[src/rtl/dec_lut_arb_pkg.sv]
// Shared types and default sizing for the decoder-sharing arbiter.
// Holds the FSM state encoding and the default decoder/timeout constants.
package dec_lut_arb_pkg;

  localparam int DEF_NUM_REQ     = 4;
  localparam int DEF_W_BITS      = 69;
  localparam int DEF_N_BITS      = 53;
  localparam int DEF_TIMEOUT_CYC = 255;

  typedef enum logic [1:0] {
    S_IDLE  = 2'd0,
    S_CLEAR = 2'd1,
    S_WAIT  = 2'd2,
    S_RESP  = 2'd3
  } arb_state_t;

  function automatic int idx_width(input int n);
    return (n > 1) ? $clog2(n) : 1;
  endfunction

endpackage

[src/rtl/dec_lut_arbiter_rr_arbiter.sv]
// Round-robin grant picker: first requester at or after last_grant+1 wins.
// Purely combinational; the owner registers last_grant.
module rr_arbiter
  import dec_lut_arb_pkg::*;
#(
  parameter int NUM_REQ = DEF_NUM_REQ,
  parameter int IDX_W   = idx_width(DEF_NUM_REQ)
) (
  input  logic [NUM_REQ-1:0] i_req,
  input  logic [IDX_W-1:0]   i_last_grant,
  output logic [NUM_REQ-1:0] o_gnt,
  output logic [IDX_W-1:0]   o_gnt_idx
);

  int w_pos;

  // Scan farthest-first so the nearest candidate after last_grant overwrites.
  always_comb begin
    o_gnt     = '0;
    o_gnt_idx = '0;
    w_pos     = 0;
    for (int k = NUM_REQ; k >= 1; k--) begin
      w_pos = int'(i_last_grant) + k;
      if (w_pos >= NUM_REQ) w_pos = w_pos - NUM_REQ;
      if (i_req[IDX_W'(w_pos)]) begin
        o_gnt                = '0;
        o_gnt[IDX_W'(w_pos)] = 1'b1;
        o_gnt_idx            = IDX_W'(w_pos);
      end
    end
  end

endmodule

[src/rtl/dec_lut_arbiter.sv]
// Shares one W->N decoder among NUM_REQ requesters with round-robin grant and timeout.
// Optional job statistics counters are built only when DEC_ARB_STATS_EN is defined.
//
// state | meaning
// IDLE  | waiting for any req_valid; grant and latch the word on acceptance
// CLEAR | decoder held in clear (dec_rst_n=0) for one cycle, timer loaded
// WAIT  | word held on dec_w; wait for dec_found or timer terminal count
// RESP  | result presented to granted requester until it takes it
module dec_lut_arbiter
  import dec_lut_arb_pkg::*;
#(
  parameter int NUM_REQ     = DEF_NUM_REQ,
  parameter int W_BITS      = DEF_W_BITS,
  parameter int N_BITS      = DEF_N_BITS,
  parameter int TIMEOUT_CYC = DEF_TIMEOUT_CYC
) (
  input  logic                      clk,
  input  logic                      rst,
  input  logic [NUM_REQ-1:0]        req_valid,
  input  logic [NUM_REQ*W_BITS-1:0] req_w,
  output logic [NUM_REQ-1:0]        req_ready,
  output logic [NUM_REQ-1:0]        rsp_valid,
  input  logic [NUM_REQ-1:0]        rsp_ready,
  output logic [N_BITS-1:0]         rsp_n,
  output logic                      rsp_timeout,
  output logic [W_BITS-1:0]         dec_w,
  output logic                      dec_rst_n,
  input  logic                      dec_found,
  input  logic [N_BITS-1:0]         dec_n,
  output logic [15:0]               stat_done_cnt,
  output logic [15:0]               stat_to_cnt
);

  localparam int IDX_W = idx_width(NUM_REQ);
  localparam int CNT_W = (TIMEOUT_CYC > 1) ? $clog2(TIMEOUT_CYC) : 1;
  localparam logic [CNT_W-1:0] CNT_LOAD = CNT_W'(TIMEOUT_CYC - 1);
  localparam logic [IDX_W-1:0] LAST_RST = IDX_W'(NUM_REQ - 1);

  arb_state_t          r_state, w_state_nxt;
  logic [IDX_W-1:0]    r_last_grant, r_gnt_idx, w_arb_idx;
  logic [NUM_REQ-1:0]  w_arb_gnt;
  logic [CNT_W-1:0]    r_wait_cnt;
  logic [W_BITS-1:0]   r_dec_w;
  logic [N_BITS-1:0]   r_rsp_n;
  logic                r_rsp_timeout;
  logic                w_accept, w_found, w_timeout, w_rsp_take;

  rr_arbiter #(
    .NUM_REQ (NUM_REQ),
    .IDX_W   (IDX_W)
  ) u_rr (
    .i_req        (req_valid),
    .i_last_grant (r_last_grant),
    .o_gnt        (w_arb_gnt),
    .o_gnt_idx    (w_arb_idx)
  );

  always_ff @(posedge clk) begin
    if (rst) r_state <= S_IDLE;
    else     r_state <= w_state_nxt;
  end

  always_comb begin
    w_state_nxt = r_state;
    w_accept    = 1'b0;
    w_found     = 1'b0;
    w_timeout   = 1'b0;
    w_rsp_take  = 1'b0;
    req_ready   = '0;
    rsp_valid   = '0;
    case (r_state)
      S_IDLE: begin
        if (!rst && (|req_valid)) begin
          w_accept    = 1'b1;
          req_ready   = w_arb_gnt;
          w_state_nxt = S_CLEAR;
        end
      end
      S_CLEAR: w_state_nxt = S_WAIT;
      S_WAIT: begin
        // found in the terminal-count cycle still counts as a decode
        if (dec_found) begin
          w_found     = 1'b1;
          w_state_nxt = S_RESP;
        end else if (r_wait_cnt == '0) begin
          w_timeout   = 1'b1;
          w_state_nxt = S_RESP;
        end
      end
      S_RESP: begin
        if (!rst) rsp_valid[r_gnt_idx] = 1'b1;
        if (rsp_ready[r_gnt_idx]) begin
          w_rsp_take  = 1'b1;
          w_state_nxt = S_IDLE;
        end
      end
      default: w_state_nxt = S_IDLE;
    endcase
  end

  always_ff @(posedge clk) begin
    if (rst) begin
      r_last_grant  <= LAST_RST;
      r_gnt_idx     <= '0;
      r_dec_w       <= '0;
      r_rsp_n       <= '0;
      r_rsp_timeout <= 1'b0;
      r_wait_cnt    <= '0;
    end else begin
      if (w_accept) begin
        r_gnt_idx <= w_arb_idx;
        r_dec_w   <= req_w[int'(w_arb_idx)*W_BITS +: W_BITS];
      end
      if (r_state == S_CLEAR) begin
        r_wait_cnt <= CNT_LOAD;
      end else if (r_state == S_WAIT && r_wait_cnt != '0) begin
        r_wait_cnt <= r_wait_cnt - CNT_W'(1);
      end
      if (w_found) begin
        r_rsp_n       <= dec_n;
        r_rsp_timeout <= 1'b0;
      end else if (w_timeout) begin
        r_rsp_n       <= '0;
        r_rsp_timeout <= 1'b1;
      end
      if (w_rsp_take) r_last_grant <= r_gnt_idx;
    end
  end

  assign dec_w       = r_dec_w;
  assign rsp_n       = r_rsp_n;
  assign rsp_timeout = r_rsp_timeout;
  assign dec_rst_n   = ~rst & (r_state != S_CLEAR);

`ifdef DEC_ARB_STATS_EN
  logic [15:0] r_done_cnt, r_to_cnt;

  always_ff @(posedge clk) begin
    if (rst) begin
      r_done_cnt <= '0;
      r_to_cnt   <= '0;
    end else begin
      if (w_found && r_done_cnt != 16'hFFFF) r_done_cnt <= r_done_cnt + 16'd1;
      if (w_timeout && r_to_cnt != 16'hFFFF) r_to_cnt <= r_to_cnt + 16'd1;
    end
  end

  assign stat_done_cnt = r_done_cnt;
  assign stat_to_cnt   = r_to_cnt;
`else
  assign stat_done_cnt = '0;
  assign stat_to_cnt   = '0;
`endif

endmodule

[config.mk]
export PLATFORM = sky130hd
export DESIGN_NAME = dec_lut_arbiter
export DESIGN_NICKNAME = d
export VERILOG_FILES = /design/src/rtl/dec_lut_arb_pkg.sv /design/src/rtl/dec_lut_arbiter_rr_arbiter.sv /design/src/rtl/dec_lut_arbiter.sv
export SDC_FILE = /design/constraint.sdc
export NUM_CORES = 1
export LEC_CHECK = 0
export CAP_MARGIN = 20
export CORE_AREA = 2 2 197 199
export DETAILED_ROUTE_END_ITERATION = 10
export DIE_AREA = 0 0 199 201
export DONT_BUFFER_PORTS = 1
export PLACE_DENSITY_LB_ADDON = 0.15
export SLEW_MARGIN = 30
export SYNTH_ARGS = -nofsm -noshare
export SYNTH_HDL_FRONTEND = slang
export SYNTH_SLANG_ARGS = --single-unit
export TNS_END_PERCENT = 20
[constraint.sdc]
create_clock -name clk -period 6 [get_ports clk]
set_clock_uncertainty 0.2 [all_clocks]
set_input_delay 1.2 -clock clk [delete_from_list [all_inputs] [get_ports clk]]
set_output_delay 1.2 -clock clk [all_outputs]
set_load 0.1 [all_outputs]
After elaboration in Yosys (flattened, before gate mapping). Cells that the tools add are included.

Add/subtract/negate cells: 9. Multipliers: 1. Order comparisons: 14. Eq/ne operators: 7. Shift-type cells: 1. Mux-type cells: 58. Bitwise operators: 2. Reduce and logical (&&, ||, !) cells: 17.

Operators with widths (count): $shiftx A276 B10 Y69 (1); $mux W53 (2); $mux W4 (8); $mux W2 (12); $mux W1 (23); $lt A2 B4 Y1 const B (4); $mux W8 (2); $bmux W1 S2 (5); $demux W1 S2 (5); $ge A2 B1 Y1 const B (5); $ge A3 B3 Y1 const B (3); $mul A2 B7 Y9 const B (1); $logic_not A8 Y1 (1); $pmux W2 S4 (1); $reduce_bool A8 Y1 (1); $sub A2 B1 Y2 const B (4); $sub A8 B1 Y8 const B (1); $logic_and A1 B1 Y1 (7); $add A2 B2 Y3 const B (2); $add A2 B3 Y4 const B (1); $eq A2 B2 Y1 const B (2); $ge A4 B3 Y1 const B (1); $ne A2 B2 Y1 const B (2); $reduce_bool A2 Y1 (2); other kinds (12) (13).

Flip-flop bits (word level): 137. Output and inout port bits: 164. Word-level logic and storage cells: 117.

Longest topological paths before layout.
Word-level depth: 13. Depth in mapped cells: 12.

Cells and area by module. From an unflattened synthesis, not the netlist that was laid out.

Cell total of the unflattened synthesis: 829. Area, all modules: 7567.3 um2.

Modules (own cells, without submodules): dec_lut_arbiter (instances 1, cells each 755, area each 7003.0 um2, seq. area each 2742.6 um2); rr_arbiter (instances 1, cells each 74, area each 564.3 um2, seq. area each 0.0 um2).

Least setup slack after synthesis. Ideal clock, no wire load.

Path kind: input to output. Start: in rst. End: out rsp_valid[0]. Data arrival time: 4.425 ns. Data required time: 4.600 ns. Setup slack: 0.175 ns. Cell stages on the path: 3. Buffers on the path: 2. Cell sequence: clkbuf_1 > clkbuf_1 > nor4_1.

Word-level cells in the longest chain between the ends: 2.

RTL lines: from (decl) (RTL line dec_lut_arbiter.sv:18) `input logic rst,`; $mux W4 (RTL line dec_lut_arbiter.sv:91) `if (!rst) rsp_valid[r_gnt_idx] = 1'b1;`; $mux W4 (RTL line dec_lut_arbiter.sv:71) `case (r_state)`; to (decl) (RTL line dec_lut_arbiter.sv:22) `output logic [NUM_REQ-1:0] rsp_valid,`.

Every way passes these cells.

Final worst setup path.
Start: reg r_last_grant[0]. End: out req_ready[3].

Word-level cells in the longest chain between the ends: 13.

RTL lines: from (decl) (RTL line dec_lut_arbiter.sv:40) `logic [IDX_W-1:0] r_last_grant, r_gnt_idx, w_arb_idx;`; from (signal assigned) (RTL line dec_lut_arbiter.sv:126) `if (w_rsp_take) r_last_grant <= r_gnt_idx;`; $add A2 B3 Y4 (RTL line dec_lut_arbiter_rr_arbiter.sv:23) `w_pos = int'(i_last_grant) + k;`; $ge A4 B3 Y1 / $sub A2 B1 Y2 (equally long branches) (RTL line dec_lut_arbiter_rr_arbiter.sv:24) `if (w_pos >= NUM_REQ) w_pos = w_pos - NUM_REQ;`; $mux W2 (RTL line dec_lut_arbiter_rr_arbiter.sv:24); $lt A2 B4 Y1 (not written as such) / $ge A2 B1 Y1 (equally long branches) (RTL line dec_lut_arbiter_rr_arbiter.sv:27) `o_gnt[IDX_W'(w_pos)] = 1'b1;`; $logic_and A1 B1 Y1 (not written as such) (RTL line dec_lut_arbiter_rr_arbiter.sv:27); $mux W1 (not written as such) (RTL line dec_lut_arbiter_rr_arbiter.sv:27); $demux W1 S2; $mux W4 (3 in series) (RTL line dec_lut_arbiter_rr_arbiter.sv:25) `if (i_req[IDX_W'(w_pos)]) begin`; $mux W4 * (RTL line dec_lut_arbiter_rr_arbiter.sv:25); $mux W4 * (RTL line dec_lut_arbiter.sv:73) `if (!rst && (|req_valid)) begin`; $mux W4 * (RTL line dec_lut_arbiter.sv:71); to (decl) (RTL line dec_lut_arbiter.sv:21) `output logic [NUM_REQ-1:0] req_ready,`.

Every way passes the cells marked *; elsewhere a longest branch is shown, timed or not. The select of a mux whose other input is x is not followed.

==> results.toml <==
[floorplan]
fp.dieW_um = 199
start_util_pct = 19.84
coreArea_sq_um = 38110
std_cell_rows = 72
die_h_um = 201
dieArea_sq_um = 40000
io_pins = 504

[critical_path]
path_class = "flop to output pin"
required_ns = 4.60
crit_chain = "inv_1 > ha_1 > mux4_2 > nor2b_2 > a221oi_1 > a211o_1 > a21oi_2 > buf_4"
cp_top_family = "flip-flops"
ff2ff_path_depth = 8
slowest_delay_ns = 0.76
crit_cells = 8
crit_path_start_kind = "flop"
crit_slowest_cell = "dfxtp_1"
arrival_ns = 3.68
worstPathMaxFanout = 14
cp_num_buf_inv = 2
critPathCaptureType = "output pin"

[sta]
worstMarginPinSlew_ns = 1.041
setup_viol = 0
slew_headroom_pct = 30.50
slew_violations = 0
post-route-period-util_pct = 84.72
max_freq_mhz = 196.7
final-hold-violation-count = 0
rsz0062_at_grt = "no"
period_needed_ns = 5.083
tns_ns = 0

[power]
internal_power_uw = 2310
switching_share_pct = 57.72
switching_power_uw = 3153
share_comb_of_total_power_pct = 22.6
powerDensity_nw_per_um2 = 632.3
vdd_ir_drop_max_mv = 0.2689
p_seq_share_pct = 57.3
clkPwrFrac_pct = 20.1
leakage_uw = 0.003396

[yosys]
synth_compound_area_share_pct = 26.77
synth_top_family_by_area = "compound AO/OA/AOI/OAI gates"
synth_cell_types = 45
synth_mux_area_share_pct = 11.19
synth_area_sq_um = 7558
synth_common_cells = "dfxtp_1, mux2i_1, nor2_1, clkbuf_1, a211oi_1"
synth-seq-area-share_pct = 36.29
yosys-top-cells-area = "dfxtp_1, mux2i_1, a211oi_1"
ys_ff_latch = 137
synth-main-ff-cell = "dfxtp_1"
netlist_instances = 880
avgSynthCellArea_sq_um = 8.589
synthAdderAreaFrac_pct = 2.317
synth_top_cell_area_share_pct = 36.29
yosysWarnings = 0
async_flop_share_pct = 0
yosysMostFrequentCell = "dfxtp_1"
yosys.area.top_type = "dfxtp_1"
synth-simple-area-share_pct = 13.76
synth_xor_area_share_pct = 0.6952
synth-edff-count = 0

[routing]
ant_nets = 0
via_count = 6517
wl_per_cell_um = 21.51
wl_um = 29490
drt_iter0_markers = 258
first_pass_iters = 4
routed_via_density = 4.753
drcViolationCount = 0

[min_path]
hold_path_class = "flop to flop"
holdPathStages = 2

[global_routing]
grt_pass1_vias = 6460
grt.total_usage_pct = 14.20
grt.overflow.total = 0
antenna_found_initial = 4
grt_pass1_wl_um = 42210
grt_max_degree = 71

[clocking]
postCtsSetupRepairBufs = 0
cts_buffer_depth = 2
htree_levels = 4
cts_root_buf = "clkbuf_16"
ctsResizeCount = 0
cts_buffers = 17
cts_tree = "yes"
clk_latency_ns = 0.43
cts_hold_buf = 0
path_clk_slew_ns = 0.06
clock-sinks = 137

[placement]
place.gp.congestion = 0.7801
io_buffers = 0
dp_cells = 1338
hpwl_um = 21250

[status]
outcome = "completed"

[cells_and_area]
nets = 1193
layout.cells.non_filler = 1371
synthToLayoutAreaGrowth_pct = 14.30
final_layout_size_suffix_gt1_share_pct = 10.35
n_fill_cell = 4216

[flow_run]
max_cap_viol_count = 0
[placed cells by master (no fill, tap or decap), drive strengths merged, types with 2 or more instances in the layout]
cell type and count:
inv 15, nor3 3, a21oi 41, clkbuf 23, and3 30, and2 4, o211ai 40, or4 2
nand2 58, a211oi 59, o21ai 46, nor2b 4, xnor2 5, a211o 3, a22oi 53, conb 32
a221oi 3, a21o 40, mux2i 71, clkinv 4, nor2 71, ha 14, bufinv 3, dfxtp 137
diode 3, mux4 6, nand3 45, nor4 4, buf 20, o21a 2
[sequential cells by signal, summed over array words and instances (netlist names)]
name          count
dec_w            69
r_gnt_idx         2
r_last_grant      2
r_state           2
r_wait_cnt        8
rsp_n            53
rsp_timeout       1
[metrics by stage]
step	util, %	setup WS [ns]	hold WS [ns]	cell area (sq um)	power (uW)
3_5_place_dp	21.10	1.358	0.3247	8040	4409
2_1_floorplan	-	0.1750	0.2761	7675	4036
6_report	22.67	0.9168	0.3361	8640	5463
3_3_place_gp	20.88	1.401	0.3179	7958	4383
5_1_grt	22.67	0.6501	0.3799	8637	5715
4_1_cts	22.64	0.8550	0.3424	8626	5541
[routing by layer]
metal  vias up  global-route usage [%]  routed length (um)
met2       315                   24.91               14860
met3        36                   5.242                2782
met4         2                   5.330                 620
met5         -                       0                   9
met1      3079                   15.47               11210
li1       3085                       -                   -
[worst reg2reg max path, stage by stage (launching register included)]
cell	delay [ns]
dfxtp_1	0.76
inv_1	0.31
ha_1	0.51
mux4_2	0.67
o21a_1	0.30
nor2_8	0.60
buf_12	0.36
mux2i_1	0.32
o211ai_1	0.10
[final timing paths]
kind                                                   end  slack (ns)                          from
worst max-delay path                          req_ready[3]        0.92  r_last_grant[0]$_SDFFE_PP1P_
worst min-delay path            r_wait_cnt[1]$_SDFFE_PP0P_        0.34    r_wait_cnt[1]$_SDFFE_PP0P_
worst min register to register  r_wait_cnt[1]$_SDFFE_PP0P_        0.34    r_wait_cnt[1]$_SDFFE_PP0P_
worst max register to register      dec_w[20]$_SDFFE_PP0P_        1.76  r_last_grant[0]$_SDFFE_PP1P_
[power by group through the flow]
stage	Combinational [uW]	Clock [uW]	Sequential, uW
floorplan	1010	0	3020
global placement	1230	0	3150
detailed placement	1260	0	3150
CTS	1260	1140	3140
global route	1370	1180	3170
finish	1230	1100	3130
[area by class of cell]
| class | instances | area (sq um) | area share [%] |
|---|---|---|---|
| Multi-Input combinational cell | 647 | 4340 | 50.24 |
| Sequential cell | 137 | 2761 | 31.96 |
| Tap cell | 518 | 648.1 | 7.502 |
| Clock buffer | 22 | 464.2 | 5.373 |
| Timing Repair Buffer | 21 | 240.2 | 2.781 |
| Clock inverter | 8 | 121.4 | 1.405 |
| Inverter | 15 | 56.30 | 0.6517 |
| Antenna cell | 3 | 7.507 | 0.08689 |
[cell families after synthesis]
| family | after synthesis |
|---|---|
| buf+inv | 127 |
| fa+ha+maj | 14 |
| xor+xnor | 6 |
| compound gates | 294 |
| flops | 137 |
| mux | 77 |
| simple gates | 224 |
| other cells | 1 |
No activity file was read; power rests on OpenSTA's default activity.
==> edit 1 (config.mk and constraints unchanged) <==
Encoding of `arb_state_t`: now one-hot (4 bits for 4 states).
--- a/src/rtl/dec_lut_arb_pkg.sv
+++ b/src/rtl/dec_lut_arb_pkg.sv
@@ -7,11 +7,11 @@
   localparam int DEF_N_BITS      = 53;
   localparam int DEF_TIMEOUT_CYC = 255;
 
-  typedef enum logic [1:0] {
-    S_IDLE  = 2'd0,
-    S_CLEAR = 2'd1,
-    S_WAIT  = 2'd2,
-    S_RESP  = 2'd3
+  typedef enum logic [3:0] {
+    S_IDLE  = 4'b0001,
+    S_CLEAR = 4'b0010,
+    S_WAIT  = 4'b0100,
+    S_RESP  = 4'b1000
   } arb_state_t;
 
   function automatic int idx_width(input int n);
Formal check against the unedited RTL: same outputs for any inputs over 4 cycles, from zero or initial values and one cycle with rst high; so few cycles prove little.
==> edit 1 against the original RTL <==
Design area grew 0.96%; wire length up 6.4%; critical path type unchanged; worst setup slack gained 0.71 ns; register-to-register slack improved by 0.65 ns; largest cell class unchanged; cell count rose by 9.0%; critical path depth grew 1; sequential cell count increased by 2; synthesized area is 0.33% lower.
Power is not compared: it rests on default switching activity, and its combinational part moved more than twofold at a synthesized area within 25%.
==> edit 1: results (changes against the original RTL) <==
[logic_synthesis]
synthTopCellsByArea=dfxtp_1 (37%), nand2_1 (12%), a21oi_1 (8.0%), a22oi_1 (5.6%), a211o_1 (5.3%)  ; was dfxtp_1 (36%), mux2i_1 (9.4%), a211oi_1 (5.9%), a22oi_1 (5.3%), a21o_1 (4.0%)
synthCells=987  ; was 880
yosys-top-cells-count=nand2_1 (242), dfxtp_1 (139), a21oi_1 (121), nor2_1 (72), a22oi_1 (56)  ; was dfxtp_1 (137), mux2i_1 (71), nor2_1 (70), clkbuf_1 (63), a211oi_1 (59)
seq_area_frac_synth_pct=36.9  ; was 36.3%
synth_cell_types=53  ; was 45

[layout]
final_nets=1304  ; was 1193
n_fill_cell=4228  ; was 4216
syn2layout_area_growth_pct=15.8  ; was 14.3%
drive_above_1_share_pct=10.5  ; was 10.4%

[place]
io_buffers=0  ; unchanged
placed_area_mm2=0.00809  ; was 0.00804 mm²
dpl_worst_slack_ns=1.72  ; was 1.36 ns
dpl.cell_count=1453  ; was 1338
dp_hpwl_um=23800  ; was 21200 µm

[global_routing]
use_met3_pct=5.58  ; was 5.24%
grt_use_met2_pct=24.9  ; about the same
grt_max_degree=72  ; was 71
groute.usage.overall_pct=15.3  ; was 14.2%
grt_pass1_wl_um=45600  ; was 42200 µm
globalRouteMet1Util_pct=16.9  ; was 15.5%
grt_pass1_vias=7294  ; was 6460

[detailed_routing]
via_count=7125  ; was 6517
routed_via_density=4.77  ; was 4.75
wl_met2_um=15200  ; was 14900 µm
wl_met3_um=2810  ; was 2780 µm
wl_um=31400  ; was 29500 µm
firstDrtPassIters=5  ; was 4
top_layer=met4  ; was met5
met1_length_um=12000  ; was 11200 µm
drt_iter0_markers=424  ; was 258

[critical_path]
reg2reg_slack_ns=2.41  ; was 1.76 ns
max_stage_delay_ns=0.47  ; was 0.76 ns
critical-path-slowest-cell=ha_1  ; was dfxtp_1
cp.arrival_ns=2.97  ; was 3.68 ns
worstPathMaxFanout=8  ; was 14
path_delay_family=adder cells  ; was flip-flops

[timing]
min_period_ns=4.37  ; was 5.08 ns
whs_ns=0.363  ; was 0.336 ns
tightest_slew_ns=1.04  ; about the same

[power_and_ir_drop]
peakVddDrop_mv=0.192

[status]
status=completed  ; unchanged

edit 1: changes by cell type after synthesis, moves of 10 or more:
cell	delta
a21oi_1	+80
a211o_1	+43
nand3_1	-34
a211oi_1	-59
o211ai_1	-32
o21ai_0	-38
nor3_1	+30
buf_2	+30
nand2_1	+184
nand2b_1	+10
clkbuf_1	-25
a21o_1	-40
mux2i_1	-63
edit 1: logic make-up (layout without fill, tap and decap cells):
kind of cell             Yosys count  in the layout  share of synthesized area (%)
AND/OR/NAND/NOR                  424            424                           25.0
AO/OA/AOI/OAI                    265            265                           23.2
flip-flops                       139            139                           36.9
buffers and inverters            118             68                           8.42
multiplexers                      24             24                           4.09
adder cells (fa/ha/maj)            9              9                           1.49
XOR/XNOR                           7              7                          0.814
other                              1             40                         0.0498
edit 1: final cells by class:
type | count | area share (%)
clock buffers | 19 | 5.08
flip-flops and latches | 139 | 32.1
clock inverters | 13 | 1.75
well taps | 518 | 7.43
multi-input cells | 761 | 49.6
diodes | 8 | 0.230
repair buffers | 27 | 3.50
inverters | 9 | 0.387
edit 1: final timing paths:
kind	from	endpoint	depth (start not counted)
max	r_last_grant[0]$_SDFFE_PP1P_	req_ready[3]	9
min	r_wait_cnt[6]$_SDFFE_PP0P_	r_wait_cnt[6]$_SDFFE_PP0P_	2
max reg2reg	r_last_grant[0]$_SDFFE_PP1P_	dec_w[61]$_SDFFE_PP0P_	8
min reg2reg	r_wait_cnt[6]$_SDFFE_PP0P_	r_wait_cnt[6]$_SDFFE_PP0P_	2
edit 1: worst reg2reg max path, stage by stage (launching register included):
cell and delay, ns:
dfxtp_1 0.33, inv_1 0.16, ha_1 0.47, mux2_2 0.43
mux2i_2 0.41, and2_1 0.56, a21oi_1 0.14, o2111ai_1 0.58
o211ai_1 0.16
==> edit 2 (same flow settings) <==
Without the edit above. Add a define of `DEC_ARB_STATS_EN`.
--- a/src/rtl/dec_lut_arbiter.sv
+++ b/src/rtl/dec_lut_arbiter.sv
@@ -6,6 +6,8 @@
 // CLEAR | decoder held in clear (dec_rst_n=0) for one cycle, timer loaded
 // WAIT  | word held on dec_w; wait for dec_found or timer terminal count
 // RESP  | result presented to granted requester until it takes it
+`define DEC_ARB_STATS_EN
+
 module dec_lut_arbiter
   import dec_lut_arb_pkg::*;
 #(
Formal check against the unedited RTL: not equivalent (Yosys sat finds a counterexample within 4 cycles, from zero or initial values and one cycle with rst high).
==> edit 2 against the original RTL <==
Power decreased by 2.6%; sequential share of layout area increased by 3.2 points; via count increased by 7.8%; worst setup slack got worse by 0.35 ns; cell count increased by 3.0%; design area increased by 13%; sequential power about the same; sequential cell count increased by 32; utilization increased by 2.9 points; wire length increased by 9.6%; synthesized area increased by 12%; global-route usage increased by 1.4 points; critical path type unchanged; largest power group unchanged.
==> edit 2: results (changes against the original RTL) <==
[critical_path]
max_stage_delay_ns=0.82  ; was 0.76 ns
path_delay_family=compound AO/OA/AOI/OAI gates  ; was flip-flops
cp.arrival_ns=4.03  ; was 3.68 ns

[place]
dpl.cell_count=1378  ; was 1338
placed_area_mm2=0.00915  ; was 0.00804 mm²
dp_hpwl_um=24100  ; was 21200 µm
gp_congestion=0.811  ; was 0.780

[logic_synthesis]
synth_top_family_by_area=multiplexers  ; was compound AO/OA/AOI/OAI gates
synth_compound_area_share_pct=17.1  ; was 26.8%
synthMuxAreaShare_pct=18.4  ; was 11.2%
seq_area_frac_synth_pct=40.0  ; was 36.3%
synthTopCellsByArea=dfxtp_1 (40%), mux2i_1 (17%), o221ai_1 (7.0%), a22oi_1 (4.8%), nor2_1 (4.5%)  ; was dfxtp_1 (36%), mux2i_1 (9.4%), a211oi_1 (5.9%), a22oi_1 (5.3%), a21o_1 (4.0%)
synth_cell_types=61  ; was 45
yosys-top-cells-count=dfxtp_1 (169), mux2i_1 (142), nor2_1 (102), nand2_1 (89), o221ai_1 (68)  ; was dfxtp_1 (137), mux2i_1 (71), nor2_1 (70), clkbuf_1 (63), a211oi_1 (59)
syn_area_per_cell_um2=9.37  ; was 8.59 µm²

[detailed_routing]
wl_um=32300  ; was 29500 µm
wl_per_cell_um=22.9  ; was 21.5 µm
via_count=7026  ; was 6517
drt_iter0_markers=336  ; was 258

[global_routing]
grt_pass1_wl_um=45700  ; was 42200 µm
groute.usage.overall_pct=15.6  ; was 14.2%
grt_max_degree=112  ; was 71

[clock_tree]
clk_latency_ns=0.45  ; was 0.43 ns

[layout]
syn2layout_area_growth_pct=15.3  ; was 14.3%
final_nets=1235  ; was 1193

[status]
status=completed  ; unchanged

edit 2: changes by cell type after synthesis, sizes merged, moves of 32 or more:
cell and change:
o211ai -40, o221ai +67, mux2i +71, dfxtp +32, nand3 -33, a211oi -55, o21ai -34, a21o -36
edit 2: cell type report:
type	instances	share of cell area (%)
clock buffer	17	4.36
tap	518	6.64
timing repair buffer	23	2.51
sequential	169	35.1
inverter	13	0.500
multi-input combinational	655	49.1
antenna	2	0.0513
clock inverter	15	1.74
edit 2: tightest hold or removal path, delay by kind of cell, from the launching register on:
kind,cells,cell delay [ns]
DFF,1,0.33
AOI/OAI and AO/OA,2,0.15
edit 2: power breakdown:
part / leakage (nW) / internal (mW) / switching (mW)
Sequential: 1.40 / 1.37 / 1.75
Combinational: 2.22 / 0.434 / 0.618
Clock: 0.285 / 0.563 / 0.581
Total: 3.90 / 2.37 / 2.95
edit 2: worst paths after layout:
check / slack [ns] / from / depth (start not counted) / to
hold reg to reg: 0.33 / r_wait_cnt[2]$_SDFFE_PP0P_ / 2 / r_wait_cnt[2]$_SDFFE_PP0P_
setup reg to reg: 1.15 / r_last_grant[0]$_SDFFE_PP1P_ / 8 / dec_w[68]$_SDFFE_PP0P_
setup / recovery: 0.57 / r_last_grant[0]$_SDFFE_PP1P_ / 8 / req_ready[3]
hold / removal: 0.33 / r_wait_cnt[2]$_SDFFE_PP0P_ / 2 / r_wait_cnt[2]$_SDFFE_PP0P_
edit 2: logic make-up after synthesis:
logic type	Yosys count
buf+inv	79
compound gates	188
flops	169
fa+ha+maj	16
xor+xnor	29
simple gates	272
mux	150
edit 2: routing by layer:
layer | vias to the layer above | global-route usage [%] | wire, µm
met5 | - | 0 | 107
met4 | 16 | 4.18 | 408
met3 | 34 | 6.35 | 2840
met2 | 315 | 24.3 | 15400
met1 | 3369 | 19.7 | 13600
li1 | 3292 | - | -
